$ cat config.mk
export PLATFORM = sky130hd
export DESIGN_NAME = pipeline_stall_ctrl
export DESIGN_NICKNAME = d
export VERILOG_FILES = /design/src/rtl/pipeline_stall_ctrl_pkg.sv /design/src/rtl/pipeline_stall_ctrl_sat_counter.sv /design/src/rtl/pipeline_stall_ctrl.sv
export SDC_FILE = /design/constraint.sdc
export NUM_CORES = 1
export LEC_CHECK = 0
export CAP_MARGIN = 5
export CORE_MARGIN = 2
export CORE_UTILIZATION = 53
export DETAILED_ROUTE_END_ITERATION = 10
export PLACE_DENSITY = 0.91
export SLEW_MARGIN = 15
export SYNTH_ARGS = -nofsm -noshare
export SYNTH_HDL_FRONTEND = slang
export SYNTH_HIERARCHICAL = 1
export SYNTH_SLANG_ARGS = --single-unit
$ cat constraint.sdc
create_clock -name clk -period 2.76 [get_ports clk]
set_clock_uncertainty 0.1 [all_clocks]
set_input_delay 0.414 -clock clk [delete_from_list [all_inputs] [get_ports clk]]
set_output_delay 0.414 -clock clk [all_outputs]
set_load 0.005 [all_outputs]
$ cat src/rtl/pipeline_stall_ctrl_pkg.sv
// Shared encodings for the pipeline stall/flush sequencer: FSM states and
// the per-stage control bundle with its canonical decode patterns.
package pipeline_stall_ctrl_pkg;

    localparam logic [1:0] ST_RUN      = 2'd0;
    localparam logic [1:0] ST_MEM_WAIT = 2'd1;
    localparam logic [1:0] ST_HALT     = 2'd2;

    typedef enum logic [1:0] {
        S_RUN      = ST_RUN,
        S_MEM_WAIT = ST_MEM_WAIT,
        S_HALT     = ST_HALT
    } state_e;

    typedef struct packed {
        logic pc_wr;
        logic ifid_wr;
        logic idex_wr;
        logic exmem_wr;
        logic memwb_wr;
        logic ifid_flush;
        logic idex_bubble;
        logic memwb_bubble;
    } ctrl_t;

    localparam ctrl_t CTRL_NONE   = 8'b0000_0000;
    localparam ctrl_t CTRL_RUN    = 8'b1111_1000;
    localparam ctrl_t CTRL_FLUSH  = 8'b1111_1100;
    localparam ctrl_t CTRL_HAZARD = 8'b0011_1010;
    // Freeze: only Mem/Wb advances, taking a bubble while Mem is blocked.
    localparam ctrl_t CTRL_FREEZE = 8'b0000_1001;

endpackage

$ cat src/rtl/pipeline_stall_ctrl_sat_counter.sv
// Saturating up-counter with synchronous clear (clear wins over increment).
module sat_counter #(
    parameter int W = 16
) (
    input  logic         clk,
    input  logic         clr_i,
    input  logic         inc_i,
    output logic [W-1:0] cnt_o
);

    logic [W-1:0] cnt_q;
    logic [W-1:0] cnt_d;

    // Next-count decode: clear, saturating increment, or hold.
    always_comb begin
        cnt_d = cnt_q;
        if (clr_i) begin
            cnt_d = {W{1'b0}};
        end else if (inc_i && (cnt_q != {W{1'b1}})) begin
            cnt_d = cnt_q + {{(W-1){1'b0}}, 1'b1};
        end else begin
            cnt_d = cnt_q;
        end
    end

    // Count register.
    always_ff @(posedge clk) begin
        cnt_q <= cnt_d;
    end

    assign cnt_o = cnt_q;

endmodule

$ cat src/rtl/pipeline_stall_ctrl.sv
// Central stall/flush sequencer: merges hazard stalls, ID redirects and the
// multi-cycle data-memory handshake into per-stage enables, bubbles and flush.
module pipeline_stall_ctrl
    import pipeline_stall_ctrl_pkg::*;
#(
    parameter int MEM_TIMEOUT = 16,
    parameter int CNT_W       = 16
) (
    input  logic             clk,
    input  logic             rst,
    input  logic             hazard_stall,
    input  logic             branch_taken_ID,
    input  logic             jump_ID,
    input  logic             mem_req_Mem,
    input  logic             mem_ack,
    output logic             PC_Wr,
    output logic             IFID_Wr,
    output logic             IDEx_Wr,
    output logic             ExMem_Wr,
    output logic             MemWb_Wr,
    output logic             IFID_flush,
    output logic             IDEx_bubble,
    output logic             MemWb_bubble,
    output logic             mem_err,
    output logic [CNT_W-1:0] stall_cnt
);

    // The counter already holds the prior freeze cycles, so this is the last one.
    localparam logic [CNT_W-1:0] TIMEOUT_LAST = CNT_W'(MEM_TIMEOUT - 1);

    state_e           state_q;
    state_e           state_d;
    logic             mem_err_q;
    logic             err_set_s;
    logic             wait_inc_s;
    logic             wait_clr_s;
    logic [CNT_W-1:0] wait_cnt_s;
    ctrl_t            ctrl_s;

    // Next-state and control decode from state and same-cycle requests.
    always_comb begin
        state_d    = state_q;
        ctrl_s     = CTRL_NONE;
        wait_inc_s = 1'b0;
        wait_clr_s = 1'b0;
        err_set_s  = 1'b0;
        if (rst) begin
            state_d    = S_RUN;
            wait_clr_s = 1'b1;
        end else begin
            case (state_q)
                S_RUN: begin
                    if (mem_req_Mem && !mem_ack) begin
                        ctrl_s     = CTRL_FREEZE;
                        wait_inc_s = 1'b1;
                        state_d    = S_MEM_WAIT;
                    end else if (hazard_stall) begin
                        ctrl_s = CTRL_HAZARD;
                    end else if (branch_taken_ID || jump_ID) begin
                        ctrl_s = CTRL_FLUSH;
                    end else begin
                        ctrl_s = CTRL_RUN;
                    end
                end
                S_MEM_WAIT: begin
                    // mem_req_Mem dropping here is illegal and treated as waiting.
                    if (mem_ack) begin
                        ctrl_s     = CTRL_RUN;
                        wait_clr_s = 1'b1;
                        state_d    = S_RUN;
                    end else if (wait_cnt_s == TIMEOUT_LAST) begin
                        ctrl_s     = CTRL_FREEZE;
                        wait_inc_s = 1'b1;
                        err_set_s  = 1'b1;
                        state_d    = S_HALT;
                    end else begin
                        ctrl_s     = CTRL_FREEZE;
                        wait_inc_s = 1'b1;
                        state_d    = S_MEM_WAIT;
                    end
                end
                S_HALT: begin
                    ctrl_s     = CTRL_NONE;
                    wait_clr_s = 1'b1;
                    state_d    = S_HALT;
                end
                default: begin
                    ctrl_s     = CTRL_NONE;
                    wait_clr_s = 1'b1;
                    state_d    = S_RUN;
                end
            endcase
        end
    end

    // State and sticky timeout error.
    always_ff @(posedge clk) begin
        if (rst) begin
            state_q   <= S_RUN;
            mem_err_q <= 1'b0;
        end else begin
            state_q   <= state_d;
            mem_err_q <= mem_err_q | err_set_s;
        end
    end

    sat_counter #(.W(CNT_W)) u_wait_cnt (
        .clk   (clk),
        .clr_i (wait_clr_s),
        .inc_i (wait_inc_s),
        .cnt_o (wait_cnt_s)
    );

    sat_counter #(.W(CNT_W)) u_stall_cnt (
        .clk   (clk),
        .clr_i (rst),
        .inc_i (!ctrl_s.pc_wr),
        .cnt_o (stall_cnt)
    );

    assign PC_Wr        = ctrl_s.pc_wr;
    assign IFID_Wr      = ctrl_s.ifid_wr;
    assign IDEx_Wr      = ctrl_s.idex_wr;
    assign ExMem_Wr     = ctrl_s.exmem_wr;
    assign MemWb_Wr     = ctrl_s.memwb_wr;
    assign IFID_flush   = ctrl_s.ifid_flush;
    assign IDEx_bubble  = ctrl_s.idex_bubble;
    assign MemWb_bubble = ctrl_s.memwb_bubble;
    assign mem_err      = mem_err_q;

endmodule

==> flow_summary.yaml, run 1 <==
min_path:
  hold_path.startpoint: "mem_err$_SDFF_PP0_"
  hold_end: "mem_err$_SDFF_PP0_"
  hold_depth: 2
  hold_class: "reg2reg"
placement:
  port_buffers: 31
  gp_routability_congestion: 0.8197
  dpl_cell_area_um2: 2303
  place_hpwl_um: 3166
cells_and_area:
  fill_cells: 280
  antennaDiodeCount: 0
  design_area_um2: 2356
  mostFrequentLayoutCell: "dfxtp_1"
  nets: 274
  post-route-util_pct: 68.97
  multi_input_area_um2: 1156
  drive_gt1_share_pct: 8.647
  regArea_um2: 700.7
  most-common-layout-cells: "dfxtp_1 (35), clkdlybuf4s50_1 (31), a21oi_1 (20)"
  syn_to_final_growth_pct: 21.56
synth:
  synthTopCellsByArea: "dfxtp_1 (36%), or4_1 (5.4%), a21oi_1 (5.2%)"
  synth.distinct_cells: 35
  avgSynthCellArea_um2: 8.390
  synth_edf_count: 0
  ys_ff_latch: 35
  yosys_warnings: 6
  syn_inst: 231
  synth_nets: 240
  synthFlopType: "dfxtp_1"
  syn-cell-area_um2: 1938
  synth_top_area_cell: "dfxtp_1"
  synth_top_area_share_pct: 36.15
  ys_seq_area_share_pct: 36.15
  async_reset_ff_share_pct: 0
sta:
  fin_tns_setup_ps: 0
  max_slew_margin_pct: 60.20
  period_share_pct: 90.60
  report.final.slew_viol_count: 0
  rsz0062_at_grt: "false"
  fmax_mhz: 399.9
  worstMarginPinSlew_ps: 589.4
  setup_viol_count_final: 0
  fin_crit_ps: 2501
  hold_viol: 0
floorplan:
  ios: 32
  die_width_um: 64.47
  die_h_um: 64.47
  core_area_um2: 3416
  die_area_um2: 4156
  start_util_pct: 56.74
  rows: 21
critical_path:
  r2r-start: "state_q[0]$_SDFFE_PP0P_"
  startpoint_type: "input pin"
  rr_endpoint: "u_stall_cnt/cnt_o[11]$_SDFFE_PP0P_"
  slowest_stage: "clkdlybuf4s50_1"
  cpPeakStageDelay_ps: 500
  critPathBufInv: 2
  rrSetupSlack_ps: 640
  crit_path_cell_trace: "clkdlybuf4s50_1, nor2_1, o21a_1, o21a_1, clkdlybuf4s50_1"
  reg2reg_depth: 6
  cp_max_fo: 5
  end_kind: "output pin"
  worst-setup-path-type: "in2out"
  crit_arrival_ps: 1990
  crit_required_ps: 2250
  cp_top_family: "buffers and inverters"
clock_tree:
  postCtsHoldBufs: 0
  clk_pin_slew_ps: 110
  clkSinkCount: 35
  clk_latency_ps: 350
  clockBufferDepth: 2
  cts_setup_buffers: 0
  cts-resized-gates: 0
  cts_tree: "built"
  root_buffer: "clkbuf_4"
  numCtsBuffers: 5
  cts_max_level: 2
power_and_ir_drop:
  power_density_nw_per_um2: 367.3
  ir_drop_mv: 0.3064
  leakagePower_uw: 0.0007642
global_route:
  antenna_found_initial: 0
  grt_pass1_wl_um: 7741
  grt_usage_pct: 23.39
  grt_pass1_vias: 1660
  grt_max_degree: 19
  grt_overflow: 0
routing:
  post-route-drc-count: 0
  drt_iter0_drc: 177
  dr_total_vias: 1964
  vias_per_cell: 6.295
  wl_um: 4455
  wl_per_cell_um: 14.28
  dr.pass1.iters: 4
  antenna_left: 0
job:
  maxCapViolCount: 0
outcome:
  status: "complete, no violations"
[routing by layer]
| layer | share of wire, % | wire (um) | up-vias | track usage, % |
|---|---|---|---|---|
| met5 | 0 | 0 | - | 0 |
| met4 | 2.0 | 89 | 0 | 9.840 |
| met3 | 6.2 | 276 | 9 | 6.424 |
| met2 | 44 | 1953 | 65 | 34.11 |
| met1 | 48 | 2136 | 930 | 32.43 |
| li1 | - | - | 960 | - |
[flip-flops by register name (all words and copies together), names as in the netlist]
signal             flops
u_stall_cnt/cnt_o     16
u_wait_cnt/cnt_o      16
state_q                2
mem_err                1
[tightest hold or removal path, cell delays in order, from the launching register on]
cell     delay [ps]
dfxtp_1         330
inv_1            50
o22ai_1          60
[metrics by stage]
stage,hold slack (ps),cells,power [uW],worst slack [ps]
floorplan,356.3,231,562.6,417.2
global placement,362.3,304,601.7,251.3
detailed placement,361.7,304,603.2,217.1
CTS,378.7,312,878.5,259.4
global route,406.5,312,908.1,117.8
finish,371.0,312,865.4,259.4
[how the worst max path moves through the flow]
| stage | startpoint | endpoint | slack, ps | cells after the start |
|---|---|---|---|---|
| 6_report | rst | IFID_Wr | 260 | 5 |
| 5_1_grt | rst | IFID_Wr | 120 | 5 |
| 4_1_cts | rst | IFID_Wr | 260 | 5 |
| 3_5_place_dp | rst | u_stall_cnt/cnt_o[11]$_SDFFE_PP0P_ | 220 | 7 |
| 3_3_place_gp | rst | u_wait_cnt/cnt_o[11]$_SDFFE_PP0P_ | 250 | 6 |
| 2_1_floorplan | rst | u_wait_cnt/cnt_o[7]$_SDFFE_PP0P_ | 420 | 5 |
[cell usage after synthesis, types with 4 or more instances]
cell type and number:
a21oi_1 20, and4_1 7, clkbuf_1 4, dfxtp_1 35, inv_1 9, nand2_1 15
nand3_1 12, nand4_1 7, nor2_1 18, nor2b_1 4, nor3_1 11, nor4_1 6
o21a_1 4, o21ai_0 11, o31ai_1 12, or3_1 6, or4_1 14, xnor2_1 4
[kinds of logic after synthesis]
kind of cell | count (synthesis) | synth area share [%]
AO/OA/AOI/OAI | 53 | 16.91
XOR/XNOR | 4 | 1.807
adder cells (fa/ha/maj) | 2 | 1.291
buffers and inverters | 19 | 4.196
flip-flops | 35 | 36.15
multiplexers | 4 | 2.195
AND/OR/NAND/NOR | 114 | 37.44
[final cells by class]
cell class                 count  area share [%]
timing repair buffer          37           15.08
sequential                    35           29.74
tap                           46           2.443
inverter                       9           1.434
multi-input combinational    177           49.07
clock buffer                   5           1.593
clock inverter                 3          0.6373
[power breakdown]
part	internal (uW)	leakage, uW	switching (uW)	total (uW)
combinational	39.8	0.000447	33.7	73.5
sequential	511	0.000283	8.59	519
clock	94.6	0.0000347	178	273
No activity file was read; power rests on OpenSTA's default activity.
==> run 2, diff against run 1 <==
- ABC_AREA: unset -> 1
- CORE_UTILIZATION: 53 -> 54
==> run 2 against run 1 <==
Against the previous run:
- clock power grew 100%
- largest power group is now the clock network
- maximum frequency is 4.3% higher
- largest cell class unchanged
- core utilization down 1.2 points
- hold slack better by 1.0 ps
- critical path depth rose by 3
- sequential share of layout area shrank 3.5 points
- total power grew 37%
- critical endpoint is now PC_Wr
- combinational power rose by 46%
- final area is 13% higher
- worst setup slack better by 100 ps
- sequential power is essentially flat
- area after synthesis grew 13%
==> flow_summary.yaml, run 2 <==
clock_tree:
  numCtsBuffers: 5
  cts_tree: "built"
  cts-resized-gates: 0
  clockBufferDepth: 2
  clk_pin_slew_ps: 70
  clk_latency_ps: 290
  cts_max_level: 2
  postCtsHoldBufs: 0
  root_buffer: "clkbuf_8"
  cts_setup_buffers: 0
  clkSinkCount: 35
floorplan:
  start_util_pct: 55.47
  die_area_um2: 4575
  core_area_um2: 3943
  die_width_um: 67.64
  die_h_um: 67.64
  ios: 32
  rows: 23
critical_path:
  reg2reg_depth: 10
  rrSetupSlack_ps: 880
  startpoint_type: "input pin"
  cp_top_family: "buffers and inverters"
  end_kind: "output pin"
  crit_path_start: "mem_ack"
  cp.depth: 8
  crit_arrival_ps: 1880
  r2r-start: "state_q[1]$_SDFFE_PP0P_"
  cpPeakStageDelay_ps: 530
  critPathBufInv: 4
  crit_required_ps: 2250
  slowest_stage: "clkdlybuf4s50_1"
  cp_max_fo: 4
  worst-setup-path-type: "in2out"
  cpMostUsedCell: "nand2_1"
  rr_endpoint: "u_wait_cnt/cnt_o[13]$_SDFFE_PP0P_"
  crit_end: "PC_Wr"
  crit_path_cell_trace: "clkdlybuf4s50_1, inv_1, nand2_1, nand2_1, o21ai_1, nand2_1, inv_1, clkdlybuf4s50_1"
cells_and_area:
  antennaDiodeCount: 0
  fill_cells: 340
  post-route-util_pct: 67.76
  nets: 409
  syn_to_final_growth_pct: 22.14
  mostFrequentLayoutCell: "nand2_1"
  drive_gt1_share_pct: 10.22
  most-common-layout-cells: "nand2_1 (111), nor2_1 (92), dfxtp_1 (35)"
sta:
  max_slew_margin_pct: 65.34
  setup_viol_count_final: 0
  report.final.slew_viol_count: 0
  fmax_mhz: 417.2
  fin_crit_ps: 2397
  worstMarginPinSlew_ps: 519.3
  period_share_pct: 86.85
  fin_tns_setup_ps: 0
  rsz0062_at_grt: "false"
  hold_viol: 0
synth:
  yosys_warnings: 6
  ys_ff_latch: 35
  synthTopCellsByArea: "dfxtp_1 (32%), nand2_1 (19%), nor2_1 (16%)"
  synth.distinct_cells: 19
  synth_nets: 375
  synth_top_area_share_pct: 32.04
  syn_inst: 366
  synth_commonest_cells: "nand2_1 (111), nor2_1 (92), dfxtp_1 (35)"
  async_reset_ff_share_pct: 0
  yosysMostFrequentCell: "nand2_1"
  synthFlopType: "dfxtp_1"
  ys_seq_area_share_pct: 32.04
  synth_edf_count: 0
  syn-cell-area_um2: 2187
  synth_top_area_cell: "dfxtp_1"
  avgSynthCellArea_um2: 5.976
global_route:
  top_usage_layer: "met2"
  grt_max_degree: 17
  use_met1_pct: 26.73
  use_met3_pct: 5.500
  antenna_found_initial: 0
  grt_usage_pct: 23.68
  grt_pass1_wl_um: 8211
  met2_usage_pct: 41.42
  grt_pass1_vias: 1971
  grt_overflow: 0
routing:
  dr.pass1.iters: 4
  antenna_left: 0
  drt_iter0_drc: 166
  dr_total_vias: 2347
  vias_per_cell: 5.204
  wl_per_cell_um: 11.23
  post-route-drc-count: 0
  wl_um: 5065
min_path:
  hold_class: "reg2reg"
placement:
  port_buffers: 31
  gp_routability_congestion: 0.9324
  place_hpwl_um: 3634
power_and_ir_drop:
  leakagePower_uw: 0.001128
  ir_drop_mv: 0.3004
  power_density_nw_per_um2: 443.6
job:
  maxCapViolCount: 0
outcome:
  status: "complete, no violations"
-- run 2: changes by cell type after synthesis, sizes merged, moves of 6 or more --
cell   delta
nor4      -8
o31ai    -12
nor2    +101
or3       -6
o21ai     -7
or4      -14
nor3      -8
nand2    +98
inv      +21
and4      -7
nand3    +15
-- run 2: worst min-delay path by stage --
stage               slack [ps]                from  depth (start not counted)                 end
floorplan                  340  mem_err$_SDFF_PP0_                          2  mem_err$_SDFF_PP0_
global route               390  mem_err$_SDFF_PP0_                          2  mem_err$_SDFF_PP0_
CTS                        370  mem_err$_SDFF_PP0_                          2  mem_err$_SDFF_PP0_
global placement           340  mem_err$_SDFF_PP0_                          2  mem_err$_SDFF_PP0_
detailed placement         350  mem_err$_SDFF_PP0_                          2  mem_err$_SDFF_PP0_
finish                     370  mem_err$_SDFF_PP0_                          2  mem_err$_SDFF_PP0_
-- run 2: layer usage --
metal | wire length (um) | part of all wire, %
met3 | 231 | 4.6
met5 | 0 | 0
met1 | 2131 | 42
met4 | 138 | 2.7
met2 | 2563 | 51
-- run 2: through the flow --
stage | setup WS (ps) | total power, uW | cell area, um2 | instances | hold WS, ps
2_1_floorplan | 1052 | 595.9 | 2187 | 366 | 340.5
3_3_place_gp | 393.2 | 635.6 | 2535 | 443 | 336.6
3_5_place_dp | 365.7 | 639.5 | 2535 | 443 | 348.5
4_1_cts | 367.2 | 1202 | 2671 | 451 | 371.7
5_1_grt | 182.6 | 1232 | 2671 | 451 | 392.1
6_report | 362.9 | 1185 | 2671 | 451 | 372.0
-- run 2: cell families (layout without fill, tap and decap cells) --
family | Yosys count | after routing | share of synthesized area (%)
buf+inv | 36 | 71 | 6.979
flops | 35 | 35 | 32.04
compound gates | 21 | 21 | 4.805
fa+ha+maj | 2 | 2 | 1.144
simple gates | 272 | 272 | 55.03
-- run 2: report_power, final --
group | internal [uW] | switching, uW | leakage [uW]
logic | 52.4 | 54.3 | 0.000781
registers | 513 | 9.23 | 0.000283
clock network | 360 | 196 | 0.0000644
-- run 2: cell type report --
| cell class | instances | area (um2) | area share [%] |
|---|---|---|---|
| Clock inverter | 3 | 67.56 | 2.529 |
| Inverter | 30 | 112.6 | 4.215 |
| Sequential cell | 35 | 700.7 | 26.23 |
| Clock buffer | 5 | 68.82 | 2.576 |
| Tap cell | 50 | 62.56 | 2.342 |
| Multi-Input combinational cell | 295 | 1334 | 49.93 |
| Timing Repair Buffer | 33 | 325.3 | 12.18 |
-- run 2: worst reg2reg max path, cell delays in order (launching register included) --
cell and delay (ps):
dfxtp_1 380, nor2_1 160, o21ai_0 100, nor2_1 170
buf_4 190, nand3_1 100, or2_0 210, nor2_1 140
nand3_1 90, nand2_1 90, nor2_1 50
